==> src/rtl/demux_pkg.sv <==
// Shared helpers for the wide-to-narrow serializer family.
//   clog2       - index width for a count of items (minimum 1 bit)
//   num_slices  - slices per word for a given input/output width
//   cfg_ok      - legal geometry: whole number of slices, at least two
//   R, IDX_W    - geometry of the default 32-bit to 8-bit configuration
package demux_pkg;

  function automatic int unsigned clog2(input int unsigned v);
    int unsigned r;
    r = 0;
    for (int i = 0; i < 32; i++) begin
      if ((64'd1 << i) < 64'(v)) r = i + 1;
    end
    if (r == 0) r = 1;
    return r;
  endfunction

  function automatic int unsigned num_slices(input int unsigned in_w, input int unsigned out_w);
    return in_w / out_w;
  endfunction

  function automatic bit cfg_ok(input int unsigned in_w, input int unsigned out_w);
    return (out_w != 0) && ((in_w % out_w) == 0) && ((in_w / out_w) >= 2);
  endfunction

  localparam int unsigned DEF_IN_W  = 32;
  localparam int unsigned DEF_OUT_W = 8;
  localparam int unsigned R         = num_slices(DEF_IN_W, DEF_OUT_W);
  localparam int unsigned IDX_W     = clog2(R);

endpackage

==> src/rtl/slice_sel.sv <==
// Combinational slice extraction from a wide word.
//   word  - IN_W-bit source word
//   idx   - slice number, 0 .. IN_W/OUT_W-1
//   slice - OUT_W-bit slice; slice 0 is the top slice when MSB_FIRST, else the bottom one
module slice_sel
  import demux_pkg::*;
#(
  parameter int unsigned IN_W      = 32,
  parameter int unsigned OUT_W     = 8,
  parameter bit          MSB_FIRST = 1'b1,
  localparam int unsigned NS       = num_slices(IN_W, OUT_W),
  localparam int unsigned IW       = clog2(NS)
) (
  input  logic [IN_W-1:0]  word,
  input  logic [IW-1:0]    idx,
  output logic [OUT_W-1:0] slice
);

  // Explicit compare per slice keeps out-of-range idx harmless for non-power-of-2 counts.
  always_comb begin
    slice = '0;
    for (int k = 0; k < NS; k++) begin
      if (idx == IW'(k)) begin
        if (MSB_FIRST) slice = word[IN_W - 1 - k * OUT_W -: OUT_W];
        else           slice = word[k * OUT_W +: OUT_W];
      end
    end
  end

endmodule

==> src/rtl/demux_wide_narrow.sv <==
// Wide-to-narrow word serializer with a two-entry (active + pending) buffer.
//   clk_4f     - serial-side clock
//   reset      - synchronous, active-low
//   data_in    - IN_W-bit word, taken when valid_in & ready_out
//   valid_in   - data_in valid
//   ready_out  - a word can be accepted this cycle (pending slot empty)
//   data_out   - current OUT_W-bit slice, registered
//   valid_out  - data_out valid, registered
//   first_out  - data_out is slice 0 of its word
//   last_out   - data_out is the final slice of its word
module demux_wide_narrow
  import demux_pkg::*;
#(
  parameter int unsigned IN_W      = 32,
  parameter int unsigned OUT_W     = 8,
  parameter bit          MSB_FIRST = 1'b1
) (
  input  logic             clk_4f,
  input  logic             reset,
  input  logic [IN_W-1:0]  data_in,
  input  logic             valid_in,
  output logic             ready_out,
  output logic [OUT_W-1:0] data_out,
  output logic             valid_out,
  output logic             first_out,
  output logic             last_out
);

  localparam int unsigned NS = num_slices(IN_W, OUT_W);
  localparam int unsigned IW = clog2(NS);
  localparam logic [IW-1:0] LAST_IDX = IW'(NS - 1);

  if (!cfg_ok(IN_W, OUT_W)) begin : g_bad_cfg
    $error("demux_wide_narrow: IN_W must be a multiple of OUT_W with at least two slices");
  end

  logic [IN_W-1:0]  cur, pend;
  logic             cur_v, pend_v;
  logic [IW-1:0]    idx;
  logic [OUT_W-1:0] cur_slice;
  logic             accept;

  // Depends on state only, so there is no combinational path from valid_in.
  assign ready_out = !pend_v;
  assign accept    = valid_in & ready_out;

  slice_sel #(
    .IN_W      (IN_W),
    .OUT_W     (OUT_W),
    .MSB_FIRST (MSB_FIRST)
  ) u_slice_sel (
    .word  (cur),
    .idx   (idx),
    .slice (cur_slice)
  );

  always_ff @(posedge clk_4f) begin
    if (!reset) begin
      cur       <= '0;
      pend      <= '0;
      cur_v     <= 1'b0;
      pend_v    <= 1'b0;
      idx       <= '0;
      data_out  <= '0;
      valid_out <= 1'b0;
      first_out <= 1'b0;
      last_out  <= 1'b0;
    end else if (cur_v) begin
      data_out  <= cur_slice;
      valid_out <= 1'b1;
      first_out <= (idx == '0);
      last_out  <= (idx == LAST_IDX);
      if (idx != LAST_IDX) begin
        idx <= idx + IW'(1);
        if (accept) begin
          pend   <= data_in;
          pend_v <= 1'b1;
        end
      end else begin
        // Word completes; pending word wins over a fresh input, keeping output gap-free.
        idx <= '0;
        if (pend_v) begin
          cur    <= pend;
          pend_v <= 1'b0;
        end else if (accept) begin
          cur <= data_in;
        end else begin
          cur_v <= 1'b0;
        end
      end
    end else begin
      valid_out <= 1'b0;
      first_out <= 1'b0;
      last_out  <= 1'b0;
      if (accept) begin
        cur   <= data_in;
        cur_v <= 1'b1;
        idx   <= '0;
      end
    end
  end

endmodule

==> config.mk <==
export PLATFORM = sky130hd
export DESIGN_NAME = demux_wide_narrow
export DESIGN_NICKNAME = d
export VERILOG_FILES = /design/src/rtl/demux_pkg.sv /design/src/rtl/slice_sel.sv /design/src/rtl/demux_wide_narrow.sv
export SDC_FILE = /design/constraint.sdc
export NUM_CORES = 1
export LEC_CHECK = 0
export ABC_AREA = 1
export CAP_MARGIN = 10
export CORE_ASPECT_RATIO = 0.9
export CORE_MARGIN = 3
export CORE_UTILIZATION = 31
export DETAILED_ROUTE_END_ITERATION = 12
export GPL_TIMING_DRIVEN = 1
export SLEW_MARGIN = 0
export SYNTH_ARGS = -nofsm -noshare
export SYNTH_HDL_FRONTEND = slang
export SYNTH_HIERARCHICAL = 1
export SYNTH_SLANG_ARGS = --single-unit
==> constraint.sdc <==
create_clock -name clk_4f -period 1.6 [get_ports clk_4f]
set_input_delay 0.16 -clock clk_4f [delete_from_list [all_inputs] [get_ports clk_4f]]
set_output_delay 0.16 -clock clk_4f [all_outputs]
set_load 0.01 [all_outputs]
=== Yosys cells after proc, flatten, opt, wreduce, memory -nomap -nowiden ===
Index checks and enable logic that the tools add are counted.

* Flip-flop bits (word level): 79
* Input port bits: 35
* Output and inout port bits: 12
* Word-level logic and storage cells: 41

* Add/sub/neg operators: 1
* Eq/ne operators: 6
* Muxes and demuxes: 18
* Bitwise operators: 1
* Reductions and logical operators: 6

{| class="wikitable"
|+ Operators by type and width
! kind !! count
|-
| two-way mux 32 bit || 4
|-
| two-way mux 8 bit || 4
|-
| two-way mux 1 bit || 7
|-
| two-way mux 2 bit || 3
|-
| inequality test 2 bit, second input constant || 3
|-
| == test 2 bit, second input constant || 2
|-
| AND reduction 2 bit || 2
|-
| AND reduction 3 bit || 1
|-
| adder 2 x 1 -> 2 bit, second input constant || 1
|-
| == test 2 x 1 -> 1 bit, second input constant || 1
|-
| zero test 2 bit || 1
|-
| nonzero test 2 bit || 1
|-
| AND 1 bit || 1
|-
| zero test 1 bit || 1
|}

=== Depth between registers and ports, before layout ===
Gate-level depths: netlist (run 1).

* Depth after elaboration: 6
* Gate-level depth with buffers: 9
* Depth with buffers taken out: 7

=== By module ===
Netlist (run 1), hierarchy kept.

{| class="wikitable"
|+ By module, submodules not included
! module !! times used !! cells an instance !! area an instance (um^2) !! sequential area each (um^2)
|-
| demux_wide_narrow || 1 || 524 || 3,559.7 || 1,581.5
|-
| slice_sel || 1 || 47 || 264.0 || 0.0
|}

=== Least setup slack after synthesis (run 1) ===
No wires, ideal clock.

* Path type: reg-to-reg
* Start: register idx[1]
* End: register cur[20]
* Library setup time: 0.114 ns
* Arrival time: 1.116 ns
* Path slack: 0.370 ns
* Stages on the path, launching flop included: 8
* Buffers on the path: 1
* Clock period less this slack: 1.230 ns
* Cell sequence: dfxtp_1 -> ha_1 -> inv_1 -> nand2_1 -> nand2_2 -> buf_4 -> o21bai_1 -> nor2_1

* Longest elaborated chain between the ends: 2

{| class="wikitable"
|+ RTL lines
! what !! RTL line !! text
|-
| start, declared || demux_wide_narrow.sv:39 || <nowiki>logic [IW-1:0] idx;</nowiki>
|-
| start signal, assigned || demux_wide_narrow.sv:74 || <nowiki>idx <= idx + IW'(1);</nowiki>
|-
| inequality test 2 bit || demux_wide_narrow.sv:73 || <nowiki>if (idx != LAST_IDX) begin</nowiki>
|-
| inequality test 2 bit (no source line) || n/a ||
|-
| end signal, assigned || demux_wide_narrow.sv:83 || <nowiki>cur <= pend;</nowiki>
|-
| end signal, assigned || demux_wide_narrow.sv:86 || <nowiki>cur <= data_in;</nowiki>
|-
| end signal, assigned || demux_wide_narrow.sv:96 || <nowiki>cur <= data_in;</nowiki>
|-
| end, declared || demux_wide_narrow.sv:37 || <nowiki>logic [IN_W-1:0] cur, pend;</nowiki>
|}

No other way between the ends.
A chain may end at the register's enable or synchronous reset.

=== Final worst setup path (run 1) ===
* Start: register pend_v
* End: output port ready_out

* Longest elaborated chain between the ends: 1

{| class="wikitable"
|+ RTL lines
! what !! RTL line !! text
|-
| start, declared || demux_wide_narrow.sv:38 || <nowiki>logic cur_v, pend_v;</nowiki>
|-
| start signal, assigned || demux_wide_narrow.sv:62 || <nowiki>pend_v <= 1'b0;</nowiki>
|-
| start signal, assigned || demux_wide_narrow.sv:77 || <nowiki>pend_v <= 1'b1;</nowiki>
|-
| start signal, assigned || demux_wide_narrow.sv:84 || <nowiki>pend_v <= 1'b0;</nowiki>
|-
| zero test 1 bit || demux_wide_narrow.sv:44 || <nowiki>assign ready_out = !pend_v;</nowiki>
|-
| end, declared || demux_wide_narrow.sv:22 || <nowiki>output logic ready_out,</nowiki>
|}

No other way between the ends.

==> results.ini, run 1 <==
[outcome]
status = finished clean

[synthesis]
seq_area_frac_synth_pct = 41.4
yosys_warnings = 6
synth_area_per_cell_um2 = 6.70
syn_area_um2 = 3820
synth_seq_cells = 79
synth-main-ff-cell = dfxtp_1
syn_inst = 571
synthDistinctLibCells = 22
ys_top_cells_by_area = dfxtp_1, nor2_1, nand2_1, nand3_1, inv_1
yosysMostFrequentCell = nor2_1
synthTopCellsByCount = nor2_1, nand2_1, dfxtp_1, nand3_1, inv_1
synth_top_area_cell = dfxtp_1
async_reset_ff_share_pct = 0
synth_nets = 609
yosys.area.top_type_share_pct = 41.4
synth_edf_count = 0

[floorplanning]
rows = 37
dieArea_um2 = 13700
pin_count = 47
die_h_um = 111
die_w_um = 123
initial_core_util_pct = 32.5
core-area_um2 = 11800

[finish]
layout-drive-gt1-share_pct = 8.01
final_nets = 646
area_growth_pct = 24.0
fill_cells = 1230
final_core_utilization_pct = 40.3
antenna_cells = 0

[routing]
vias_per_cell = 4.64
drc_errors = 0
ant_nets = 0
drt-pass1-iter-count = 4
num_vias = 3561
drt-total-wl_um = 9510
wl_per_cell_um = 12.4
drtIter0Drc = 179

[power]
p_sw_w = 0.00140
clkPwrFrac_pct = 41.6
p_int_w = 0.00405
power_frac_seq_pct = 41.4
p_per_area_nw_per_um2 = 1150
combPwrFrac_pct = 17.0
sw_frac_of_total_pct = 25.7
power_leakage_nw = 2.18
worst_ir_drop_vdd_mv = 0.398

[clock_tree]
post_cts_resized = 0
h-tree-depth = 3
cts_root_buf = clkbuf_16
cts_buffer_depth = 2
postCtsHoldBufs = 0
clk_pin_slew_ps = 50
numCtsBuffers = 9
cts.sinks = 79
cts_tree = yes
clock_latency_ps = 330
post_cts_buffers = 0

[worst_setup_path]
worst-r2r-cell-count = 8
arrival_ps = 1380
setup.worst_path.start_class = register
end_kind = primary output
worstReg2RegStart = idx[0]$_SDFFE_PN0P_
critPathMaxFanout = 5
r2r_slack_ps = 120
critical_path_class = reg2out
required_ps = 1440
rr_endpoint = cur[11]$_SDFFE_PN0P_

[min_path]
hp-class = in2reg
hold-path-endpoint = pend[23]$_SDFFE_PN0P_
min_path_cells = 3
min-delay-start = reset

[placement]
io_buffers = 46
gp_congestion = 0.812
dp_hpwl_um = 6860

[global_routing]
grt_pass1_wl_um = 16100
grt_use_total_pct = 14.6
grt_overflow = 0
grt_pass1_vias = 3362
grt_max_degree = 34
antenna_found_initial = 0

[run]
cap_violations = 0

[timing]
slew_violations = 0
fin_crit_sh_pct = 96.3
setup_viol = 0
finalCriticalPeriod_ps = 1540
tightest_slew_ps = 320
fin_skew_ps = 4.88
finalHoldViolations = 0
fin_setup_tns_ps = 0
fmax_ghz = 0.649
rsz0062_at_grt = no
relSlewSlack_pct = 78.7

[cell usage in the layout, fill, tap and decap left out, types with 5 or more instances in the layout]
cell type,n
dfxtp_1,77
o21ai_1,30
nand4_1,8
clkbuf_16,9
nand3_1,56
nand2_1,119
inv_2,5
o21ai_0,14
o21bai_1,11
buf_4,14
a21oi_1,20
clkdlybuf4s50_1,45
nor2_1,129
inv_1,48
[state kept, by name (all words and copies together) (netlist names)]
signal and count:
cur 32, cur_v 1, data_out 8, first_out 1
idx 2, last_out 1, pend 32, pend_v 1
valid_out 1
[final cells by class]
| type | count | area [µm²] | share of cell area (%) |
|---|---|---|---|
| clock buffer | 11 | 233 | 4.91 |
| clock inverter | 4 | 95.1 | 2.01 |
| inverter | 55 | 210 | 4.44 |
| multi-input combinational | 399 | 1790 | 37.7 |
| sequential | 79 | 1580 | 33.4 |
| tap | 156 | 195 | 4.12 |
| timing repair buffer | 64 | 636 | 13.4 |
[per-stage QoR]
step / worst slack, ps / cell area, µm² / instances / total power (W) / hold WS, ps
after floorplan: 370 / 3820 / 571 / 0.00290 / 309
final: 60.0 / 4740 / 768 / 0.00545 / 108
after global routing: 3.45 / 4740 / 768 / 0.00572 / 139
after detailed placement: 56.0 / 4390 / 753 / 0.00321 / 451
after CTS: 57.3 / 4720 / 768 / 0.00549 / 101
after global placement: 45.0 / 4390 / 753 / 0.00319 / 448
[worst max path at each step]
stage,from,end,slack (ps),cells past startpoint
6_report,pend_v$_SDFFE_PN0P_,ready_out,60,2
5_1_grt,idx[0]$_SDFFE_PN0P_,cur[17]$_SDFFE_PN0P_,3,8
3_5_place_dp,valid_in,cur[29]$_SDFFE_PN0P_,60,7
3_3_place_gp,valid_in,cur[24]$_SDFFE_PN0P_,40,7
4_1_cts,pend_v$_SDFFE_PN0P_,ready_out,60,2
2_1_floorplan,idx[1]$_SDFFE_PN0P_,cur[20]$_SDFFE_PN0P_,370,7
[layer usage]
metal / vias up / GRT usage (%) / share of wire, %
met2: 64 / 22.2 / 45
li1: 1864 / - / -
met4: 0 / 5.24 / 1.9
met3: 16 / 3.00 / 4.3
met5: - / 0 / 0
met1: 1617 / 20.4 / 49
[cells by family (layout without fill, tap and decap cells)]
logic type | count (synthesis) | count (layout) | share of synthesized area, %
flip-flops | 79 | 79 | 41.4
AND/OR/NAND/NOR | 320 | 320 | 34.8
AO/OA/AOI/OAI | 76 | 76 | 10.7
adder cells (fa/ha/maj) | 3 | 3 | 0.982
buffers and inverters | 93 | 134 | 12.1
[worst max-delay path, cell delays in order, from the launching register on]
cell and delay (ps):
dfxtp_1 500, inv_2 60, clkdlybuf4s50_1 480
[power groups by stage]
| stage | clock [W] | sequential [W] | combinational (W) |
|---|---|---|---|
| after floorplan | 0 | 0.00227 | 0.000631 |
| after global placement | 0 | 0.00229 | 0.000898 |
| after detailed placement | 0 | 0.00229 | 0.000913 |
| after CTS | 0.00231 | 0.00225 | 0.000919 |
| after global routing | 0.00239 | 0.00227 | 0.00106 |
| final | 0.00227 | 0.00225 | 0.000925 |
(Power assumes the default switching activity.)
==> inputs of run 2 (changes only) <==
--- a/config.mk
+++ b/config.mk
@@ -10,6 +10,7 @@
 export CORE_ASPECT_RATIO = 0.9
 export CORE_MARGIN = 3
 export CORE_UTILIZATION = 31
+export CTS_CLUSTER_SIZE = 14
 export DETAILED_ROUTE_END_ITERATION = 12
 export GPL_TIMING_DRIVEN = 1
 export SLEW_MARGIN = 0
==> results of run 2 <==
No change in the layout: final DEF, timing and power equal those of run 1.
==> inputs of run 3 (changes only) <==
--- a/config.mk
+++ b/config.mk
@@ -10,9 +10,11 @@
 export CORE_ASPECT_RATIO = 0.9
 export CORE_MARGIN = 3
 export CORE_UTILIZATION = 31
+export CTS_CLUSTER_DIAMETER = 200
 export CTS_CLUSTER_SIZE = 14
 export DETAILED_ROUTE_END_ITERATION = 12
 export GPL_TIMING_DRIVEN = 1
+export PLACE_DENSITY = 0.59
 export SLEW_MARGIN = 0
 export SYNTH_ARGS = -nofsm -noshare
 export SYNTH_HDL_FRONTEND = slang
==> constraint.sdc (replaced) <==
create_clock -name clk_4f -period 1.7 [get_ports clk_4f]
set_input_delay 0.17 -clock clk_4f [delete_from_list [all_inputs] [get_ports clk_4f]]
set_output_delay 0.17 -clock clk_4f [all_outputs]
set_load 0.01 [all_outputs]
==> results.ini, run 3 (synthesis results as in run 1) <==
[worst_setup_path]
arrival_ps = 1450  ; was 1380 ps
setup.worst_path.start_class = register  ; unchanged
critPathMaxFanout = 7  ; was 5
rr_endpoint = cur[28]$_SDFFE_PN0P_  ; was cur[11]$_SDFFE_PN0P_
r2r_slack_ps = 210  ; was 120 ps
end_kind = primary output  ; unchanged
worstReg2RegStart = idx[1]$_SDFFE_PN0P_  ; was idx[0]$_SDFFE_PN0P_
required_ps = 1530  ; was 1440 ps
critical_path_class = reg2out  ; unchanged
worst-r2r-cell-count = 7  ; was 8

[clock_tree]
clock_latency_ps = 340  ; was 330 ps
postCtsHoldBufs = 0  ; unchanged
cts_buffer_depth = 2  ; unchanged
cts_root_buf = clkbuf_16  ; unchanged
numCtsBuffers = 9  ; unchanged
cts.sinks = 79  ; unchanged
cts_tree = yes  ; unchanged
post_cts_buffers = 0  ; unchanged
post_cts_resized = 0  ; unchanged
clk_pin_slew_ps = 60  ; was 50 ps
h-tree-depth = 3  ; unchanged

[finish]
final_nets = 650  ; was 646
layout_commonest_cell = nor2_1  ; unchanged
fill_cells = 1253  ; was 1230
antenna_cells = 0  ; unchanged
layout-drive-gt1-share_pct = 8.43  ; was 8.01%
final_cell_mix = nor2_1, nand2_1, dfxtp_1, nand3_1, inv_1  ; unchanged
area_growth_pct = 24.5  ; was 24.0%
reg_top3 = cur: 32 flops, pend: 32 flops, data_out: 8 flops  ; unchanged

[run]
cap_violations = 0  ; unchanged

[timing]
fin_setup_tns_ps = 0  ; unchanged
fin_crit_sh_pct = 95.2
rsz0062_at_grt = no  ; unchanged
setup_viol = 0  ; unchanged
tightest_slew_ps = 420  ; was 320 ps
finalHoldViolations = 0  ; unchanged
fmax_ghz = 0.618
finalCriticalPeriod_ps = 1620
relSlewSlack_pct = 72.0  ; was 78.7%
slew_violations = 0  ; unchanged
whs_ps = 291  ; was 108 ps
fin_skew_ps = 7.20  ; was 4.88 ps

[routing]
drt-pass1-iter-count = 5  ; was 4
drt-total-wl_um = 9690  ; was 9510 µm
drc_errors = 0  ; unchanged
vias_per_cell = 4.54  ; was 4.64
drtIter0Drc = 241  ; was 179
wl_per_cell_um = 12.5  ; was 12.4 µm
ant_nets = 0  ; unchanged
num_vias = 3513  ; was 3561

[power]
power_leakage_nw = 2.19  ; was 2.18 nW
p_per_area_nw_per_um2 = 1070  ; was 1150 nW/µm²
worst_ir_drop_vdd_mv = 0.575  ; was 0.398 mV
totalPowerFinal_w = 0.00509  ; was 0.00545 W

[placement]
io_buffers = 46  ; unchanged
gp_congestion = 0.811  ; was 0.812
dp_hpwl_um = 6960  ; was 6860 µm

[floorplanning]
core-area_um2 = 11800  ; unchanged
rows = 37  ; unchanged
dieArea_um2 = 13700  ; unchanged
initial_core_util_pct = 32.5  ; unchanged
die_h_um = 111  ; unchanged
pin_count = 47  ; unchanged
die_w_um = 123  ; unchanged

[global_routing]
antenna_found_initial = 0  ; unchanged
grt_use_total_pct = 14.9  ; was 14.6%
grt_overflow = 0  ; unchanged
grt_pass1_vias = 3432  ; was 3362
grt_max_degree = 31  ; was 34
grt_pass1_wl_um = 16400  ; was 16100 µm

[min_path]
hp-class = in2reg  ; unchanged
hold-path-endpoint = pend[22]$_SDFFE_PN0P_  ; was pend[23]$_SDFFE_PN0P_
min-delay-start = reset  ; unchanged
min_path_cells = 3  ; unchanged

[outcome]
status = finished clean  ; unchanged

-- run 3: changes by cell type in the layout (fill, tap and decap cells not counted), sizes merged --
cell	delta
buf	+4
bufinv	-1
clkinv	+1
clkinvlp	+1
-- run 3: metrics by stage --
stage | utilization, % | setup WS [ps] | std cells | area [µm²]
floorplan | - | 470 | 571 | 3820
global placement | 37.7 | 230 | 757 | 4440
detailed placement | 37.7 | 194 | 757 | 4440
CTS | 40.5 | 57.2 | 773 | 4760
global route | 40.5 | 27.2 | 773 | 4760
finish | 40.5 | 81.6 | 773 | 4760
-- run 3: how the worst max path moves through the flow --
stage                              startpoint                     to  slack, ps
after floorplan           idx[1]$_SDFFE_PN0P_   cur[20]$_SDFFE_PN0P_        470
after global placement               valid_in    cur[6]$_SDFFE_PN0P_        230
after detailed placement             valid_in  pend[28]$_SDFFE_PN0P_        190
after CTS                 pend_v$_SDFFE_PN0P_              ready_out         60
after global routing      pend_v$_SDFFE_PN0P_              ready_out         30
final                     pend_v$_SDFFE_PN0P_              ready_out         80
-- run 3: area by class of cell --
type	instances	area, µm²	area share, %
Clock inverter	5	81.3	1.71
Timing Repair Buffer	68	671	14.1
Clock buffer	11	243	5.10
Inverter	55	210	4.42
Sequential cell	79	1580	33.2
Multi-Input combinational cell	399	1780	37.4
Tap cell	156	195	4.10
-- run 3: routing by layer --
layer	track usage (%)	part of all wire, %
met5	0	0
met4	4.65	1.3
met3	3.40	5.0
met2	22.8	44
met1	20.9	49
-- run 3: power by group --
part           internal, W  leakage [nW]  switching, W
clock network      0.00133         0.156      0.000764
logic             0.000372          1.38      0.000507
registers          0.00202         0.651      0.000101
-- run 3: critical path: stages, from the launching register on --
cell             delay (ps)
dfxtp_1                 560
inv_2                    60
clkdlybuf4s50_1         490
